===== src/rtl/timer_pkg.sv =====
// timer_pkg: shared state encodings, divider defaults and event helpers for the mm:ss timer sequencer
package timer_pkg;

  localparam logic [2:0] ST_IDLE     = 3'd0;
  localparam logic [2:0] ST_SET      = 3'd1;
  localparam logic [2:0] ST_RUN_UP   = 3'd2;
  localparam logic [2:0] ST_RUN_DOWN = 3'd3;
  localparam logic [2:0] ST_PAUSED   = 3'd4;
  localparam logic [2:0] ST_EXPIRED  = 3'd5;

  localparam int TICK_DIV_DEFAULT  = 50_000_000;
  localparam int BLINK_DIV_DEFAULT = 12_500_000;
  localparam int SIM_TICK_DIV      = 10;
  localparam int SIM_BLINK_DIV     = 4;

  typedef struct packed {
    logic del;
    logic stop;
    logic start;
    logic inc_sec;
    logic inc_min;
  } btn_ev_t;

  // Keep only the highest-priority event(s) of a cycle: delete > stop > start > increment.
  function automatic btn_ev_t prioritize(input btn_ev_t r);
    btn_ev_t p;
    p.del     = r.del;
    p.stop    = r.stop & ~r.del;
    p.start   = r.start & ~r.stop & ~r.del;
    p.inc_sec = r.inc_sec & ~(r.start | r.stop | r.del);
    p.inc_min = r.inc_min & ~(r.start | r.stop | r.del);
    return p;
  endfunction

  // Count direction shown to the counter for a given state; PAUSED remembers the run it came from.
  function automatic logic fwd_for(input logic [2:0] st, input logic dir_up);
    return (st == ST_PAUSED) ? dir_up : !(st == ST_RUN_DOWN || st == ST_EXPIRED);
  endfunction

endpackage


===== src/rtl/button_edge_sync.sv =====
// button_edge_sync: 2-FF synchronizer followed by a registered rising-edge pulse
module button_edge_sync (
  input  logic CLK_50MHZ,
  input  logic reset,
  input  logic btn,
  output logic rise
);

  logic [2:0] sh;

  // Chain resets to all ones so a button already held at reset release is not seen as a new press.
  always_ff @(posedge CLK_50MHZ or posedge reset)
    if (reset) begin
      sh   <= '1;
      rise <= 1'b0;
    end else begin
      sh   <= {sh[1:0], btn};
      rise <= sh[1] & ~sh[2];
    end

endmodule


===== src/rtl/timer_run_controller.sv =====
// timer_run_controller: button conditioning, run/set/expire sequencing and count strobe for the mm:ss timer
module timer_run_controller
  import timer_pkg::*;
#(
  parameter int TICK_DIV  = TICK_DIV_DEFAULT,
  parameter int BLINK_DIV = BLINK_DIV_DEFAULT
) (
  input  logic       CLK_50MHZ,
  input  logic       reset,
  input  logic       start,
  input  logic       stop,
  input  logic       delete,
  input  logic       incrementSeconds,
  input  logic       incrementMinutes,
  input  logic       zero,
  output logic       enableCounter,
  output logic       forward,
  output logic       resetTimer,
  output logic       incSecPulse,
  output logic       incMinPulse,
  output logic       alarm,
  output logic       blink,
  output logic [2:0] state
);

  localparam int TW = $clog2(TICK_DIV + 1);
  localparam int BW = $clog2(BLINK_DIV + 1);
  localparam logic [TW-1:0] TICK_LAST  = TW'(TICK_DIV - 1);
  localparam logic [BW-1:0] BLINK_LAST = BW'(BLINK_DIV - 1);

  btn_ev_t ev_raw, ev;
  logic [2:0] state_d;
  logic [TW-1:0] presc;
  logic [BW-1:0] bcnt;
  logic dir_up, dir_up_d, clear_d, isec_d, imin_d, run_hold, exp_hold;

  button_edge_sync u_del   (.CLK_50MHZ(CLK_50MHZ), .reset(reset), .btn(delete),           .rise(ev_raw.del));
  button_edge_sync u_stop  (.CLK_50MHZ(CLK_50MHZ), .reset(reset), .btn(stop),             .rise(ev_raw.stop));
  button_edge_sync u_start (.CLK_50MHZ(CLK_50MHZ), .reset(reset), .btn(start),            .rise(ev_raw.start));
  button_edge_sync u_isec  (.CLK_50MHZ(CLK_50MHZ), .reset(reset), .btn(incrementSeconds), .rise(ev_raw.inc_sec));
  button_edge_sync u_imin  (.CLK_50MHZ(CLK_50MHZ), .reset(reset), .btn(incrementMinutes), .rise(ev_raw.inc_min));

  assign ev       = prioritize(ev_raw);
  assign run_hold = (state == ST_RUN_UP || state == ST_RUN_DOWN) && state_d == state;
  assign exp_hold = state == ST_EXPIRED && state_d == ST_EXPIRED;

  // Next state, saved direction and the pulses that accompany each transition.
  always_comb begin
    state_d  = state;
    dir_up_d = dir_up;
    clear_d  = 1'b0;
    isec_d   = 1'b0;
    imin_d   = 1'b0;
    case (state)
      ST_IDLE:
        if (ev.del) clear_d = 1'b1;
        else if (ev.start) begin
          state_d  = ST_RUN_UP;
          dir_up_d = 1'b1;
        end else if (ev.inc_sec | ev.inc_min) begin
          state_d = ST_SET;
          isec_d  = ev.inc_sec;
          imin_d  = ev.inc_min;
        end
      ST_SET:
        if (ev.del) begin
          state_d = ST_IDLE;
          clear_d = 1'b1;
        end else if (ev.start) begin
          state_d  = zero ? ST_RUN_UP : ST_RUN_DOWN;
          dir_up_d = zero;
        end else begin
          isec_d = ev.inc_sec;
          imin_d = ev.inc_min;
        end
      ST_RUN_UP, ST_RUN_DOWN:
        if (ev.del) begin
          state_d = ST_IDLE;
          clear_d = 1'b1;
        end else if (ev.stop) state_d = ST_PAUSED;
        else if (state == ST_RUN_DOWN && zero) state_d = ST_EXPIRED;
      ST_PAUSED:
        if (ev.del) begin
          state_d = ST_IDLE;
          clear_d = 1'b1;
        end else if (ev.start) state_d = dir_up ? ST_RUN_UP : ST_RUN_DOWN;
      ST_EXPIRED:
        if (ev.del | ev.stop) begin
          state_d = ST_IDLE;
          clear_d = 1'b1;
        end
      default: state_d = ST_IDLE;
    endcase
  end

  // State register and registered one-cycle control outputs.
  always_ff @(posedge CLK_50MHZ or posedge reset)
    if (reset) begin
      state       <= ST_IDLE;
      dir_up      <= 1'b0;
      forward     <= 1'b1;
      resetTimer  <= 1'b0;
      incSecPulse <= 1'b0;
      incMinPulse <= 1'b0;
      alarm       <= 1'b0;
    end else begin
      state       <= state_d;
      dir_up      <= dir_up_d;
      forward     <= fwd_for(state_d, dir_up_d);
      resetTimer  <= clear_d;
      incSecPulse <= isec_d;
      incMinPulse <= imin_d;
      alarm       <= state_d == ST_EXPIRED;
    end

  // Prescaler: counts only while staying in a RUN state, holds through PAUSED, otherwise restarts from 0.
  always_ff @(posedge CLK_50MHZ or posedge reset)
    if (reset) begin
      presc         <= '0;
      enableCounter <= 1'b0;
    end else begin
      presc         <= run_hold ? (presc == TICK_LAST ? '0 : presc + 1'b1) : (state_d == ST_PAUSED ? presc : '0);
      enableCounter <= run_hold && presc == TICK_LAST;
    end

  // Blink flag: set on entry to EXPIRED, toggled every BLINK_DIV cycles, cleared on exit.
  always_ff @(posedge CLK_50MHZ or posedge reset)
    if (reset) begin
      bcnt  <= '0;
      blink <= 1'b0;
    end else begin
      bcnt  <= exp_hold ? (bcnt == BLINK_LAST ? '0 : bcnt + 1'b1) : '0;
      blink <= exp_hold ? (bcnt == BLINK_LAST ? ~blink : blink) : state_d == ST_EXPIRED;
    end

endmodule


===== config.mk =====
export PLATFORM = sky130hd
export DESIGN_NAME = timer_run_controller
export DESIGN_NICKNAME = d
export VERILOG_FILES = /design/src/rtl/timer_pkg.sv /design/src/rtl/button_edge_sync.sv /design/src/rtl/timer_run_controller.sv
export SDC_FILE = /design/constraint.sdc
export NUM_CORES = 1
export LEC_CHECK = 0
export ABC_AREA = 1
export BUFFER_PORTS_ARGS = -buffer_cell sky130_fd_sc_hd__buf_4
export CAP_MARGIN = 10
export CORE_MARGIN = 2
export CORE_UTILIZATION = 45
export CTS_CLUSTER_SIZE = 10
export DETAILED_ROUTE_END_ITERATION = 6
export PLACE_DENSITY = 0.58
export SETUP_SLACK_MARGIN = 0.2
export SYNTH_ARGS = -nofsm -noshare
export SYNTH_HDL_FRONTEND = slang
export SYNTH_SLANG_ARGS = --single-unit

===== constraint.sdc =====
create_clock -name CLK_50MHZ -period 2.6 [get_ports CLK_50MHZ]
set_input_delay 0.13 -clock CLK_50MHZ [delete_from_list [all_inputs] [get_ports CLK_50MHZ]]
set_output_delay 0.13 -clock CLK_50MHZ [all_outputs]
set_load 0.02 [all_outputs]

==> impl_metrics.json, run 1 <==
{
  "io-pin-count": 18,
  "cts_tree": "yes",
  "tns_ps": 0,
  "cts_resized": 0,
  "fin_crit_sh_pct": 75.9,
  "path_buf_inv": 1,
  "post_cts_buffers": 0,
  "cp-end-kind": "flop",
  "critPathLaunchType": "flop",
  "area_growth_pct": 10.5,
  "grtUsageMet1_pct": 31.7,
  "numCtsBuffers": 9,
  "syn_inst": 624,
  "critPathTopFamily": "simple AND/OR/NAND/NOR gates",
  "seqCellArea_um2": 2050,
  "synth_fp_nets": 634,
  "fin_nets": 657,
  "max_freq_mhz": 507,
  "grt.met2_usage_pct": 31.3,
  "track_usage_pct": 21.8,
  "antenna_left": 0,
  "start_util_pct": 46.7,
  "cp_max_fo": 13,
  "drc": 0,
  "portBuffers": 17,
  "relSlewSlack_pct": 57.1,
  "dieArea_um2": 11000,
  "cts_hold_buf": 6,
  "antenna_found_initial": 0,
  "root_buffer": "clkbuf_8",
  "grtUsageMet3_pct": 5.68,
  "n_fill_cell": 1011,
  "gp_congestion": 0.887,
  "cap_violations": 0,
  "antenna_cells": 0,
  "cts_buffer_depth": 2,
  "tightestPinTransition_ps": 643,
  "worstPathArrival_ps": 2210,
  "busiest_layer": "met1",
  "seq_area_frac_synth_pct": 44.7,
  "vias_per_cell": 5.28,
  "skew_ps": 16.9,
  "slew_viol_final": 0,
  "status": "finished clean",
  "critical_path_class": "reg -> reg",
  "syn_avg_cell_area_um2": 7.34,
  "p_leak_uw": 0.00226,
  "hpwl_um": 7970,
  "synth_cell_type_count": 35,
  "ys_ff_latch": 81,
  "wire_per_inst_um": 14.2,
  "async_flop_share_pct": 100,
  "grt_pass1_vias": 3866,
  "power_density_nw_per_um2": 597,
  "die_x_um": 105,
  "hold_viol": 0,
  "grt_max_degree": 36,
  "clock_latency_ps": 380,
  "wirelength_um": 11200,
  "num_vias": 4141,
  "drtIter0Drc": 255,
  "power_uw": 3020,
  "htreeDepth": 3,
  "path_cells": "ha_1 -> nand2_1 -> nor2_1 -> inv_1 -> nor2_1 -> nand3_1 -> nand2_1 -> nor2_1",
  "dr.pass1.iters": 5,
  "synth_area_um2": 4580,
  "layout_min_cycle_time_ps": 1970,
  "core_area_um2": 9820,
  "synth-edff-count": 0,
  "max_stage_delay_ps": 420,
  "synthFlopType": "dfrtp_1",
  "clock_sinks": 81,
  "required_ps": 2840,
  "yosys_warnings": 0,
  "critPathSlowestCell": "dfrtp_1",
  "rows": 36,
  "overflow": 0,
  "worst_hold_slack_ps": 175,
  "cp_common_cell": "nor2_1",
  "final_cell_mix": "nand2_1 (171), nor2_1 (120), dfrtp_1 (65)",
  "drive_gt1_share_pct": 12.7,
  "multi_input_area_um2": 2200,
  "cts.clk_slew.worst_paths_ps": 80,
  "grt_setup_unrepaired": "no",
  "irDropWorstVdd_v": 0.000613,
  "finalSetupViolCount": 0,
  "die_h_um": 105,
  "grt_pass1_wl_um": 19100,
  "final_common_cell": "nand2_1",
  "hp-class": "in -> reg"
}
==> cell usage after synthesis (2+ instances only) <==
| master | n | share of area (%) |
|---|---|---|
| nand3_2 | 2 | 0.44 |
| buf_4 | 5 | 0.82 |
| ha_1 | 2 | 0.55 |
| o21ai_0 | 7 | 0.76 |
| a21oi_1 | 3 | 0.33 |
| inv_1 | 56 | 4.6 |
| nor2_2 | 7 | 0.96 |
| nor2_4 | 3 | 0.74 |
| inv_2 | 4 | 0.33 |
| dfrtp_1 | 65 | 35 |
| or2_2 | 6 | 0.82 |
| nand3_1 | 59 | 6.4 |
| xnor2_1 | 5 | 0.96 |
| buf_2 | 5 | 0.55 |
| nor2_1 | 120 | 9.8 |
| nor3_1 | 8 | 0.87 |
| nand4_1 | 49 | 6.7 |
| xor2_1 | 9 | 1.7 |
| nand2_1 | 171 | 14 |
| dfstp_2 | 16 | 9.2 |
| buf_6 | 3 | 0.74 |
| nand2_2 | 6 | 0.82 |
==> cells by family after synthesis <==
family / after synthesis / synth area share, %
XOR/XNOR: 14 / 2.68
adder cells (fa/ha/maj): 2 / 0.546
AND/OR/NAND/NOR: 435 / 42.8
flip-flops: 81 / 44.7
buffers and inverters: 76 / 7.29
AO/OA/AOI/OAI: 16 / 2.05
==> per-stage QoR <==
stage / utilization, % / area [um2] / setup slack (ps) / instances
CTS: 51.6 / 5060 / 626 / 785
global route: 51.6 / 5060 / 351 / 785
detailed placement: 48.9 / 4800 / 652 / 763
floorplan: - / 4580 / 416 / 624
global placement: 48.9 / 4800 / 651 / 763
finish: 51.6 / 5060 / 626 / 785
==> where the power goes <==
| group | internal [uW] | total [uW] | switching [uW] |
|---|---|---|---|
| logic | 175 | 663 | 488 |
| clock network | 466 | 943 | 478 |
| registers | 1340 | 1420 | 77.1 |
| total | 1980 | 3020 | 1040 |
==> path summary, 6_finish.rpt <==
check / slack (ps) / end / start / cells past startpoint
hold reg to reg: 360 / u_imin.sh[1] / u_imin.sh[0] / 0
setup / recovery: 630 / bcnt[12] / bcnt[0] / 8
setup reg to reg: 630 / bcnt[12] / bcnt[0] / 8
hold / removal: 170 / enableCounter / zero / 4
max in group asynchronous: 1380 / u_stop.sh[2] / reset / 4
min in group asynchronous: 390 / presc[3] / reset / 3
==> metal layers <==
| layer | wire [um] | part of all wire [%] |
|---|---|---|
| met1 | 5420 | 48 |
| met2 | 4940 | 44 |
| met3 | 635 | 5.7 |
| met4 | 186 | 1.7 |
| met5 | 0 | 0 |
==> worst min-delay path, cell delays in order <==
cell and delay [ps]:
buf_4 110, nand3_2 110, nand3_4 110, nor2_1 50
==> state kept, by name (all words and copies together), names as in the netlist, 3 cells and up <==
| signal | count |
|---|---|
| presc | 26 |
| bcnt | 24 |
| state | 3 |
| u_del.sh | 3 |
| u_imin.sh | 3 |
| u_isec.sh | 3 |
| u_start.sh | 3 |
| u_stop.sh | 3 |
==> area by class of cell <==
| cell class | count | share of cell area (%) |
|---|---|---|
| clock buffers | 13 | 3.58 |
| multi-input cells | 467 | 43.5 |
| repair buffers | 26 | 4.15 |
| well taps | 133 | 3.29 |
| clock inverters | 3 | 0.445 |
| flip-flops and latches | 81 | 40.4 |
| inverters | 62 | 4.65 |
Power figures use the tool's default switching activity.
==> inputs of run 2 (changes only) <==
- clock period: 2.6 -> 1.9 ns (I/O delays scaled with it)
==> run 2 against run 1 <==
  * Final area up 4.4%
  * Worst hold slack got worse by 15 ps
  * Setup slack worse by 340 ps
  * Sequential power is 37% higher
  * Routed wire length increased by 2.1%
  * Maximum frequency increased by 22%
  * Critical path depth rose by 1
  * Sequential share of layout area is 1.6 points lower
  * Combinational power rose by 66%
  * Count of clock-buffer cells in the layout decreased by 2
  * Via count is 0.65% higher
  * Largest cell class unchanged
==> impl_metrics.json, run 2 (synthesis results as in run 1) <==
{
  "place_area_um2": 4910,
  "slew_viol_final": 0,
  "hold_viol": 0,
  "largest_register_ffs": 26,
  "p_leak_uw": 0.00236,
  "cp-end-kind": "flop",
  "antenna_cells": 0,
  "max_stage_delay_ps": 460,
  "status": "finished clean",
  "hp-class": "in -> reg",
  "regMostFlops": "presc",
  "die_h_um": 105,
  "cts_buffer_depth": 2,
  "core_area_um2": 9820,
  "critPathLaunchType": "flop",
  "place_inst": 772,
  "fin_nets": 675,
  "drc": 0,
  "cp_max_fo": 27,
  "drtIter0Drc": 284,
  "area_growth_pct": 15.4,
  "hpwl_um": 7940,
  "multi_input_area_um2": 2260,
  "gp_congestion": 0.895,
  "required_ps": 2150,
  "portBuffers": 17,
  "seqCellArea_um2": 2050,
  "numCtsBuffers": 9,
  "fin_crit_sh_pct": 85.2,
  "cts_tree": "yes",
  "rows": 36,
  "dieArea_um2": 11000,
  "design_area_um2": 5290,
  "n_fill_cell": 1004,
  "finalSetupViolCount": 0,
  "wire_per_inst_um": 14.2,
  "io-pin-count": 18,
  "critical_path_class": "reg -> reg",
  "num_vias": 4168,
  "max_freq_mhz": 618,
  "grt_setup_unrepaired": "yes",
  "relSlewSlack_pct": 78.5,
  "clock_sinks": 81,
  "cap_violations": 0,
  "dr.pass1.iters": 5,
  "final_cell_mix": "nand2_1 (169), nor2_1 (114), dfrtp_1 (59)",
  "wirelength_um": 11400,
  "grt_max_degree": 57,
  "power_density_nw_per_um2": 792,
  "grt_pass1_vias": 3742,
  "root_buffer": "clkbuf_8",
  "tns_ps": 0,
  "worstPathArrival_ps": 1870,
  "drive_gt1_share_pct": 17.8,
  "layout_min_cycle_time_ps": 1620,
  "critPathSlowestCell": "dfrtp_2",
  "finalNonFillerCells": 803,
  "track_usage_pct": 21.1,
  "tightestPinTransition_ps": 322,
  "overflow": 0,
  "irDropWorstVdd_v": 0.000687,
  "grt_pass1_wl_um": 18600,
  "start_util_pct": 46.7,
  "antenna_found_initial": 0,
  "die_x_um": 105,
  "skew_ps": 12.2,
  "vias_per_cell": 5.19,
  "antenna_left": 0,
  "clock_latency_ps": 360,
  "power_uw": 4190,
  "path_cells": "nor2_4 -> buf_4 -> buf_4 -> nand3_1 -> nand2_1 -> nand2_2 -> buf_12 -> nand4_1 -> nand2_1",
  "top_regs": "presc (26), bcnt (24)",
  "cts.clk_slew.worst_paths_ps": 80,
  "final_common_cell": "nand2_1",
  "htreeDepth": 3
}
[run 2: changes by cell type in the layout (fill, tap and decap cells not counted), moves of 4 or more]
cell     before  now
nor2_1      120  114
buf_12        0    4
dfrtp_1      65   59
buf_4        20   33
dfrtp_2       0    6
nor2_2        7   13
[run 2: worst paths after layout]
kind | start | endpoint | slack, ps | cells past startpoint
setup / recovery | u_del.rise | presc[8] | 280 | 9
hold / removal | zero | enableCounter | 160 | 4
setup reg to reg | u_del.rise | presc[8] | 280 | 9
hold reg to reg | u_imin.sh[0] | u_imin.sh[1] | 360 | 0
max in group asynchronous | reset | u_stop.sh[0] | 1220 | 4
min in group asynchronous | reset | incMinPulse | 350 | 4
[run 2: layout make-up]
class	instances	area share, %
clock buffer	11	2.49
clock inverter	5	0.805
inverter	62	4.52
multi-input combinational	468	42.8
sequential	81	38.9
tap	133	3.15
timing repair buffer	43	7.34
[run 2: report_power, final]
part           total (uW)  switching [uW]  internal, uW
logic                1100             737           360
clock network        1150             667           485
registers            1940            99.2          1840
total                4190            1500          2680
[run 2: what timing repair did]
action,in CTS,in global routing
gates resized for setup,1,21
hold buffers,6,0
hold endpoints to repair,70,0
endpoints found under the setup margin,32,44
setup buffers,1,7
gates cloned,0,1
pin swaps,1,5
[run 2: worst max-delay path: cells and delay by family (launching register included)]
family / cells / cell delay, ps
and+or+nand+nor: 6 / 590
DFF: 1 / 460
buffers and inverters: 3 / 430
[run 2: metal layers]
layer  part of all wire, %  wire length, um  global-route usage (%)  vias to the layer above
met3                   6.0              685                    4.24                       12
met4                   1.1              128                    5.05                        0
met2                    43             4950                    31.0                      114
li1                      -                -                       -                     2100
met5                     0                0                       0                        -
met1                    50             5650                    31.9                     1942
[run 2: metrics by stage]
step | hold WS [ps] | setup slack (ps) | util [%]
5_1_grt | 174 | 172 | 53.8
6_report | 159 | 282 | 53.8
3_5_place_dp | 204 | 172 | 50.0
2_1_floorplan | 99.5 | 334 | -
3_3_place_gp | 204 | 160 | 50.0
4_1_cts | 132 | 203 | 52.5
